## config.mk

```make
export PLATFORM = sky130hd
export DESIGN_NAME = dmem_arbiter_flat
export DESIGN_NICKNAME = d
export VERILOG_FILES = /design/src/rtl/dmem_arbiter_if.sv /design/src/rtl/dmem_arbiter.sv /design/src/flat_wrapper.sv
export SDC_FILE = /design/constraint.sdc
export NUM_CORES = 1
export LEC_CHECK = 0
export BUFFER_PORTS_ARGS = -buffer_cell sky130_fd_sc_hd__buf_2
export CAP_MARGIN = 10
export CORE_AREA = 2 2 117 119
export CTS_BUF_LIST = sky130_fd_sc_hd__clkbuf_2 sky130_fd_sc_hd__clkbuf_4 sky130_fd_sc_hd__clkbuf_8
export CTS_CLUSTER_DIAMETER = 50
export DETAILED_ROUTE_END_ITERATION = 8
export DIE_AREA = 0 0 119 121
export SLEW_MARGIN = 25
export SYNTH_ARGS = -nofsm -noshare
export SYNTH_HDL_FRONTEND = slang
export SYNTH_SLANG_ARGS = --single-unit
```

## constraint.sdc

```tcl
create_clock -name clk -period 4.9 [get_ports clk]
set_input_delay 0.98 -clock clk [delete_from_list [all_inputs] [get_ports clk]]
set_output_delay 0.98 -clock clk [all_outputs]
set_load 0.03 [all_outputs]
```

## src/rtl/dmem_arbiter_if.sv

```systemverilog
// Bus bundle between the data-RAM arbiter, its two requesters (core C, external X) and the RAM.
// The slave modport is the arbiter's view; the master modport is the requesters/RAM side.
interface dmem_arbiter_if #(
  parameter int DATA_W = 32,
  parameter int ADDR_W = 32
) ();
  logic              c_req;
  logic              c_we;
  logic [ADDR_W-1:0] c_addr;
  logic [DATA_W-1:0] c_wdata;
  logic              c_gnt;
  logic              c_rvalid;
  logic [DATA_W-1:0] c_rdata;
  logic              stall_o;

  logic              x_req;
  logic              x_we;
  logic [ADDR_W-1:0] x_addr;
  logic [DATA_W-1:0] x_wdata;
  logic              x_gnt;
  logic              x_rvalid;
  logic [DATA_W-1:0] x_rdata;

  logic              ram_we;
  logic [ADDR_W-1:0] ram_addr;
  logic [DATA_W-1:0] ram_wdata;
  logic [DATA_W-1:0] ram_rdata;

  modport slave (
    input  c_req, c_we, c_addr, c_wdata,
    output c_gnt, c_rvalid, c_rdata, stall_o,
    input  x_req, x_we, x_addr, x_wdata,
    output x_gnt, x_rvalid, x_rdata,
    output ram_we, ram_addr, ram_wdata,
    input  ram_rdata
  );

  modport master (
    output c_req, c_we, c_addr, c_wdata,
    input  c_gnt, c_rvalid, c_rdata, stall_o,
    output x_req, x_we, x_addr, x_wdata,
    input  x_gnt, x_rvalid, x_rdata,
    input  ram_we, ram_addr, ram_wdata,
    output ram_rdata
  );
endinterface

```

## src/rtl/dmem_arbiter.sv

```systemverilog
// Data-RAM arbiter: core has fixed priority, the external port is forced through after
// STARVE_LIMIT consecutive denied cycles; one-cycle read data is steered back to its issuer.
module dmem_arbiter #(
  parameter int DATA_W       = 32,
  parameter int ADDR_W       = 32,
  parameter int STARVE_LIMIT = 4
) (
  input  logic            clk,
  input  logic            reset,
  dmem_arbiter_if.slave   bus
);

  localparam logic [3:0] LIMIT = 4'(STARVE_LIMIT);

  logic [3:0]        r_wait_cnt;
  logic              r_rd_pend;
  logic              r_rd_own;

  logic              w_force;
  logic              w_x_gnt;
  logic              w_c_gnt;
  logic              w_rd_issue;
  logic [ADDR_W-1:0] w_addr;
  logic [DATA_W-1:0] w_wdata;

  // Grants are suppressed while reset is low so the RAM can never be written then.
  assign w_force    = bus.x_req & (r_wait_cnt == LIMIT);
  assign w_x_gnt    = reset & bus.x_req & (~bus.c_req | w_force);
  assign w_c_gnt    = reset & bus.c_req & ~w_x_gnt;
  assign w_rd_issue = (w_c_gnt & ~bus.c_we) | (w_x_gnt & ~bus.x_we);

  assign w_addr  = w_x_gnt ? bus.x_addr  : bus.c_addr;
  assign w_wdata = w_x_gnt ? bus.x_wdata : bus.c_wdata;

  assign bus.c_gnt     = w_c_gnt;
  assign bus.x_gnt     = w_x_gnt;
  assign bus.stall_o   = bus.c_req & ~w_c_gnt;
  assign bus.ram_we    = (w_c_gnt & bus.c_we) | (w_x_gnt & bus.x_we);
  assign bus.ram_addr  = w_addr;
  assign bus.ram_wdata = w_wdata;

  assign bus.c_rvalid = r_rd_pend & ~r_rd_own;
  assign bus.x_rvalid = r_rd_pend & r_rd_own;
  assign bus.c_rdata  = bus.ram_rdata;
  assign bus.x_rdata  = bus.ram_rdata;

  // Counts consecutive denied X cycles; an X abort (req dropped) restarts the count.
  always_ff @(posedge clk or negedge reset) begin
    if (!reset) begin
      r_wait_cnt <= 4'd0;
    end else if (w_x_gnt || !bus.x_req) begin
      r_wait_cnt <= 4'd0;
    end else if (r_wait_cnt != LIMIT) begin
      r_wait_cnt <= r_wait_cnt + 4'd1;
    end
  end

  always_ff @(posedge clk or negedge reset) begin
    if (!reset) begin
      r_rd_pend <= 1'b0;
      r_rd_own  <= 1'b0;
    end else begin
      r_rd_pend <= w_rd_issue;
      r_rd_own  <= w_x_gnt;
    end
  end

endmodule

```

## src/flat_wrapper.sv

```systemverilog
// flat-port wrapper written by rule: the top's interface ports become plain ports
module dmem_arbiter_flat 
#(
  parameter int DATA_W       = 32,
  parameter int ADDR_W       = 32,
  parameter int STARVE_LIMIT = 4
)
  (clk, reset, bus_c_req, bus_c_we, bus_c_addr, bus_c_wdata, bus_c_gnt, bus_c_rvalid, bus_c_rdata, bus_stall_o, bus_x_req, bus_x_we, bus_x_addr, bus_x_wdata, bus_x_gnt, bus_x_rvalid, bus_x_rdata, bus_ram_we, bus_ram_addr, bus_ram_wdata, bus_ram_rdata);
  dmem_arbiter_if #(.DATA_W(DATA_W), .ADDR_W(ADDR_W)) bus_i ();
  input  logic clk;
  input  logic reset;
  input wire logic [$bits(bus_i.c_req)-1:0] bus_c_req;
  input wire logic [$bits(bus_i.c_we)-1:0] bus_c_we;
  input wire logic [$bits(bus_i.c_addr)-1:0] bus_c_addr;
  input wire logic [$bits(bus_i.c_wdata)-1:0] bus_c_wdata;
  output wire logic [$bits(bus_i.c_gnt)-1:0] bus_c_gnt;
  output wire logic [$bits(bus_i.c_rvalid)-1:0] bus_c_rvalid;
  output wire logic [$bits(bus_i.c_rdata)-1:0] bus_c_rdata;
  output wire logic [$bits(bus_i.stall_o)-1:0] bus_stall_o;
  input wire logic [$bits(bus_i.x_req)-1:0] bus_x_req;
  input wire logic [$bits(bus_i.x_we)-1:0] bus_x_we;
  input wire logic [$bits(bus_i.x_addr)-1:0] bus_x_addr;
  input wire logic [$bits(bus_i.x_wdata)-1:0] bus_x_wdata;
  output wire logic [$bits(bus_i.x_gnt)-1:0] bus_x_gnt;
  output wire logic [$bits(bus_i.x_rvalid)-1:0] bus_x_rvalid;
  output wire logic [$bits(bus_i.x_rdata)-1:0] bus_x_rdata;
  output wire logic [$bits(bus_i.ram_we)-1:0] bus_ram_we;
  output wire logic [$bits(bus_i.ram_addr)-1:0] bus_ram_addr;
  output wire logic [$bits(bus_i.ram_wdata)-1:0] bus_ram_wdata;
  input wire logic [$bits(bus_i.ram_rdata)-1:0] bus_ram_rdata;
  assign bus_i.c_req = bus_c_req;
  assign bus_i.c_we = bus_c_we;
  assign bus_i.c_addr = bus_c_addr;
  assign bus_i.c_wdata = bus_c_wdata;
  assign bus_c_gnt = bus_i.c_gnt;
  assign bus_c_rvalid = bus_i.c_rvalid;
  assign bus_c_rdata = bus_i.c_rdata;
  assign bus_stall_o = bus_i.stall_o;
  assign bus_i.x_req = bus_x_req;
  assign bus_i.x_we = bus_x_we;
  assign bus_i.x_addr = bus_x_addr;
  assign bus_i.x_wdata = bus_x_wdata;
  assign bus_x_gnt = bus_i.x_gnt;
  assign bus_x_rvalid = bus_i.x_rvalid;
  assign bus_x_rdata = bus_i.x_rdata;
  assign bus_ram_we = bus_i.ram_we;
  assign bus_ram_addr = bus_i.ram_addr;
  assign bus_ram_wdata = bus_i.ram_wdata;
  assign bus_i.ram_rdata = bus_ram_rdata;
  dmem_arbiter #(.DATA_W(DATA_W), .ADDR_W(ADDR_W), .STARVE_LIMIT(STARVE_LIMIT)) u_core (.clk(clk), .reset(reset), .bus(bus_i));
endmodule
```

## Word level (Yosys, flattened, before mapping)

Cells that the tools add are included.
W data, S select, Z words.

| cells by class | value |
|---|---|
| divide/modulo/power cells | 0 |
| $add $sub $neg | 1 |
| equality and inequality tests | 2 |
| $lt $le $gt $ge | 0 |
| shifts and indexed selects | 0 |
| multiply operators | 0 |
| bitwise operators | 21 |
| multiplexer cells | 4 |
| reductions and logical operators | 3 |

Operator list:

| operator | number |
|---|---|
| $mux W32 | 2 |
| $and A1 B1 Y1 | 12 |
| $mux W4 | 2 |
| $not A1 Y1 | 6 |
| $add A4 B1 Y4 const B | 1 |
| $eq A4 B3 Y1 const B | 1 |
| $ne A4 B3 Y1 const B | 1 |
| $or A1 B1 Y1 | 3 |
| $reduce_bool A2 Y1 | 1 |
| $logic_not A1 Y1 | 1 |
| $logic_or A1 B1 Y1 | 1 |

| storage, ports and cells | value |
|---|---|
| bits in latches | 0 |
| bits in read-only memories | 0 |
| word-level logic and storage cells | 34 |
| memory bits (writable) | 0 |
| output and inout port bits | 134 |
| memories | 0 |
| flip-flop bits (word level) | 6 |

## Depth between registers and ports, before layout

| depth | value |
|---|---|
| depth in word-level cells | 8 |
| depth in mapped cells | 7 |

## Least setup slack after synthesis

No wires, ideal clock.

| timing | value |
|---|---|
| path kind | in2out |
| from | in reset |
| to | out bus_ram_addr[19] |
| path buffers | 3 |
| slack | 1.867 ns |
| data arrival time | 2.053 ns |
| cell stages on the path | 6 |
| path through | clkbuf_2 > nand2_1 > a21oi_4 > buf_12 > buf_12 > mux2_4 |

| between the ends | value |
|---|---|
| longest elaborated chain between the ends | 3 |

RTL lines:

| element | line | text |
|---|---|---|
| from (decl) | flat_wrapper.sv:11 | `input logic reset;` |
| $and A1 B1 Y1 (2 in series) | dmem_arbiter.sv:28 | `assign w_x_gnt = reset & bus.x_req & (~bus.c_req \| w_force);` |
| via bus_x_gnt | flat_wrapper.sv:24 | `output wire logic [$bits(bus_i.x_gnt)-1:0] bus_x_gnt;` |
| $mux W32 | dmem_arbiter.sv:32 | `assign w_addr = w_x_gnt ? bus.x_addr : bus.c_addr;` |
| to (decl) | flat_wrapper.sv:28 | `output wire logic [$bits(bus_i.ram_addr)-1:0] bus_ram_addr;` |

The timed path passes the listed nets, and every way through them passes these cells.

## Final worst setup path

| timing | value |
|---|---|
| from | in reset |
| to | out bus_ram_addr[16] |

| between the ends | value |
|---|---|
| longest elaborated chain between the ends | 3 |

RTL lines:

| element | line |
|---|---|
| $and A1 B1 Y1 (2 in series) | dmem_arbiter.sv:28 |
| $mux W32 | dmem_arbiter.sv:32 |

Every way passes these cells.

==> metrics.txt <==
die height 121 um; Synth Instances 179; hold path depth 2; Post-DRT Antenna Nets 0; Worst EP required 3920 ps; Final setup viols 0; Worst Reg-to-Reg Cells 5; Layout area overhead 36.5%; initial antenna violation count 1; ratio of final minimum period to clock period 0.743; setup ws final 1260 ps; Seq/Total Area, Yosys 0.0783; effective utilization at floorplan 0.146; r2r startpoint u_core.r_wait_cnt[0]; Seq pwr share 0.135; hpwl dp 5.32 mm; DR iter-0 viols 36; slew margin rel. 0.710; total grt overflow 0; die area 14400 um^2; most frequent cells in the layout buf_2 (203), mux2_4 (49), mux2_2 (15), dfrtp_1 (6), nand2_1 (5); final hold vios 0; Pre-antenna DRT Iters 5; Syn Area/Cell 10.7 um^2; Final #Nets 486; # rows 42; Via-to-Cell Ratio 3.59; r2r setup slk 3350 ps; CTS Buf Count 3; Overall Global Routing Usage 0.0700; DRC Markers 0; HP Class reg2reg; Switching Share 0.433; Mapped Area 1920 um^2; CTS tree yes; CTS max path bufs 2; hold_sp u_core.r_wait_cnt[3]; Max Cap Viol 0; combinational power share 0.693; critical path class in2out; total negative setup slack 0 ps; global-route wire length before repair 7.91 mm; synthesis-stage register bit count 6; Routed WL per cell 12.2 um; Die W 119 um; Max Slew Vio Count 0; utilization after layout 0.200; Buffers on Ports 203; Clock Skews 2.73 ps; fmax 275 MHz; Pleak 0.00145 uW; most common cell after layout, fill and taps aside buf_2; Top Ports 300; post-CTS setup repair buffer count 0; GPL Wtd Cong 0.715; status completed; Final Non-Filler Cells 492; Crit Path Max Fanout 24; worst skew pair latency 220 ps; vias in the first global route 1572; synth warn 0; clock power share 0.172; largest net degree at the start of global routing 28; Pwr per Cell Area 161 nW/um^2; VDD IR max 0.0877 mV; Hold-fix buffers, CTS 0; Synth cell types 28; Sink Count 6; Worst-path clk slew 40 ps; fin crit period 3640 ps; total core area 13100 um^2; Post-Syn Nets 347; H-tree Lvls 1; Cell Int Power 238 uW; clock root cell clkbuf_8; crit start category input port; Filler cells 1424; RSZ-0062 raised after global routing false; vias 1765; Antenna diodes 0; worst r2r dst u_core.r_rd_pend; final WL 5.98 mm; switching pwr 182 uW; type of destination of the critical path output port; Worst-Margin Slew 435 ps; Worst EP arrival 2660 ps; post_cts resized 0; Placed Cells 489; post-place setup slack 1250 ps; Worst Hold Path EP u_core.r_wait_cnt[3]; layout cell share with drive strength beyond 1 0.870
metrics by stage:
step	hold slack, ps	cell area, um^2	power (uW)
6_report	605	2620	420
5_1_grt	639	2620	441
4_1_cts	596	2620	424
3_5_place_dp	594	2570	350
3_3_place_gp	586	2570	349
2_1_floorplan	541	1920	352
sequential cells by signal (all words and copies together) (netlist names):
register / flops
u_core.r_rd_pend: 1
u_core.r_wait_cnt: 4
u_core.r_rd_own: 1
layer usage:
metal | share of wire | vias to the layer above | track usage
met4 | 0.0070 | 0 | 0.00967
met1 | 0.38 | 737 | 0.0778
li1 | - | 824 | -
met2 | 0.43 | 198 | 0.114
met3 | 0.18 | 6 | 0.0465
met5 | 0 | - | 0
power by group through the flow:
| stage | Sequential, uW | Clock (uW) | Combinational [uW] |
|---|---|---|---|
| finish | 56.7 | 72.4 | 291 |
| global route | 57.3 | 76.4 | 308 |
| CTS | 56.7 | 74.3 | 293 |
| detailed placement | 57.3 | 0 | 292 |
| global placement | 57.3 | 0 | 292 |
| floorplan | 56.5 | 0 | 295 |
worst max path at each step:
| stage | start | cells past startpoint | endpoint | slack, ps |
|---|---|---|---|---|
| 5_1_grt | reset | 6 | bus_ram_addr[16] | 1130 |
| 2_1_floorplan | reset | 6 | bus_ram_addr[19] | 1870 |
| 3_5_place_dp | reset | 6 | bus_ram_wdata[10] | 1250 |
| 6_report | reset | 6 | bus_ram_addr[16] | 1260 |
| 3_3_place_gp | reset | 6 | bus_ram_addr[18] | 1240 |
| 4_1_cts | reset | 6 | bus_ram_addr[16] | 1240 |
cell type report:
type                       instances  area (um^2)  share of cell area
timing repair buffer             206         1050               0.402
sequential                         6          150              0.0574
multi-input combinational         97         1140               0.435
clock buffer                       3         41.3              0.0158
inverter                           4         15.0             0.00574
tap                              176          220              0.0842
cell families (layout without fill, tap and decap cells):
group	count (synthesis)	count (layout)	share of synthesized area
AOI/OAI and AO/OA	9	9	0.0366
xor gates and xnor gates	1	1	0.00457
adders and majority gates	2	2	0.0131
buffers and inverters	76	213	0.328
DFF	6	6	0.0783
muxes	65	65	0.477
and+or+nand+nor	20	20	0.0627
cell usage after synthesis (all sizes together):
cell / instances / area [um^2]
buf: 71 / 608
mux2: 64 / 905
dfrtp: 6 / 150
nand2: 5 / 18.8
inv: 4 / 15.0
a21oi: 3 / 26.3
nor2: 3 / 11.3
nor3: 3 / 15.0
ha: 2 / 25.0
nor2b: 2 / 12.5
o21a: 2 / 15.0
a2bb2oi: 1 / 8.76
and2: 1 / 6.26
and3b: 1 / 8.76
clkbuf: 1 / 5.00
mux2i: 1 / 10.0
nand2b: 1 / 6.26
nand3: 1 / 5.00
nand3b: 1 / 20.0
nand4b: 1 / 8.76
nor3b: 1 / 7.51
o21ai: 1 / 5.00
o22ai: 1 / 6.26
o32ai: 1 / 8.76
xnor2: 1 / 8.76
critical path, stage by stage:
cell     delay (ps)
buf_2           250
nand2_1         130
a21oi_4         290
buf_4           460
mux2_4          350
buf_2           180
Note: power is estimated with default switching activity, not from simulation.
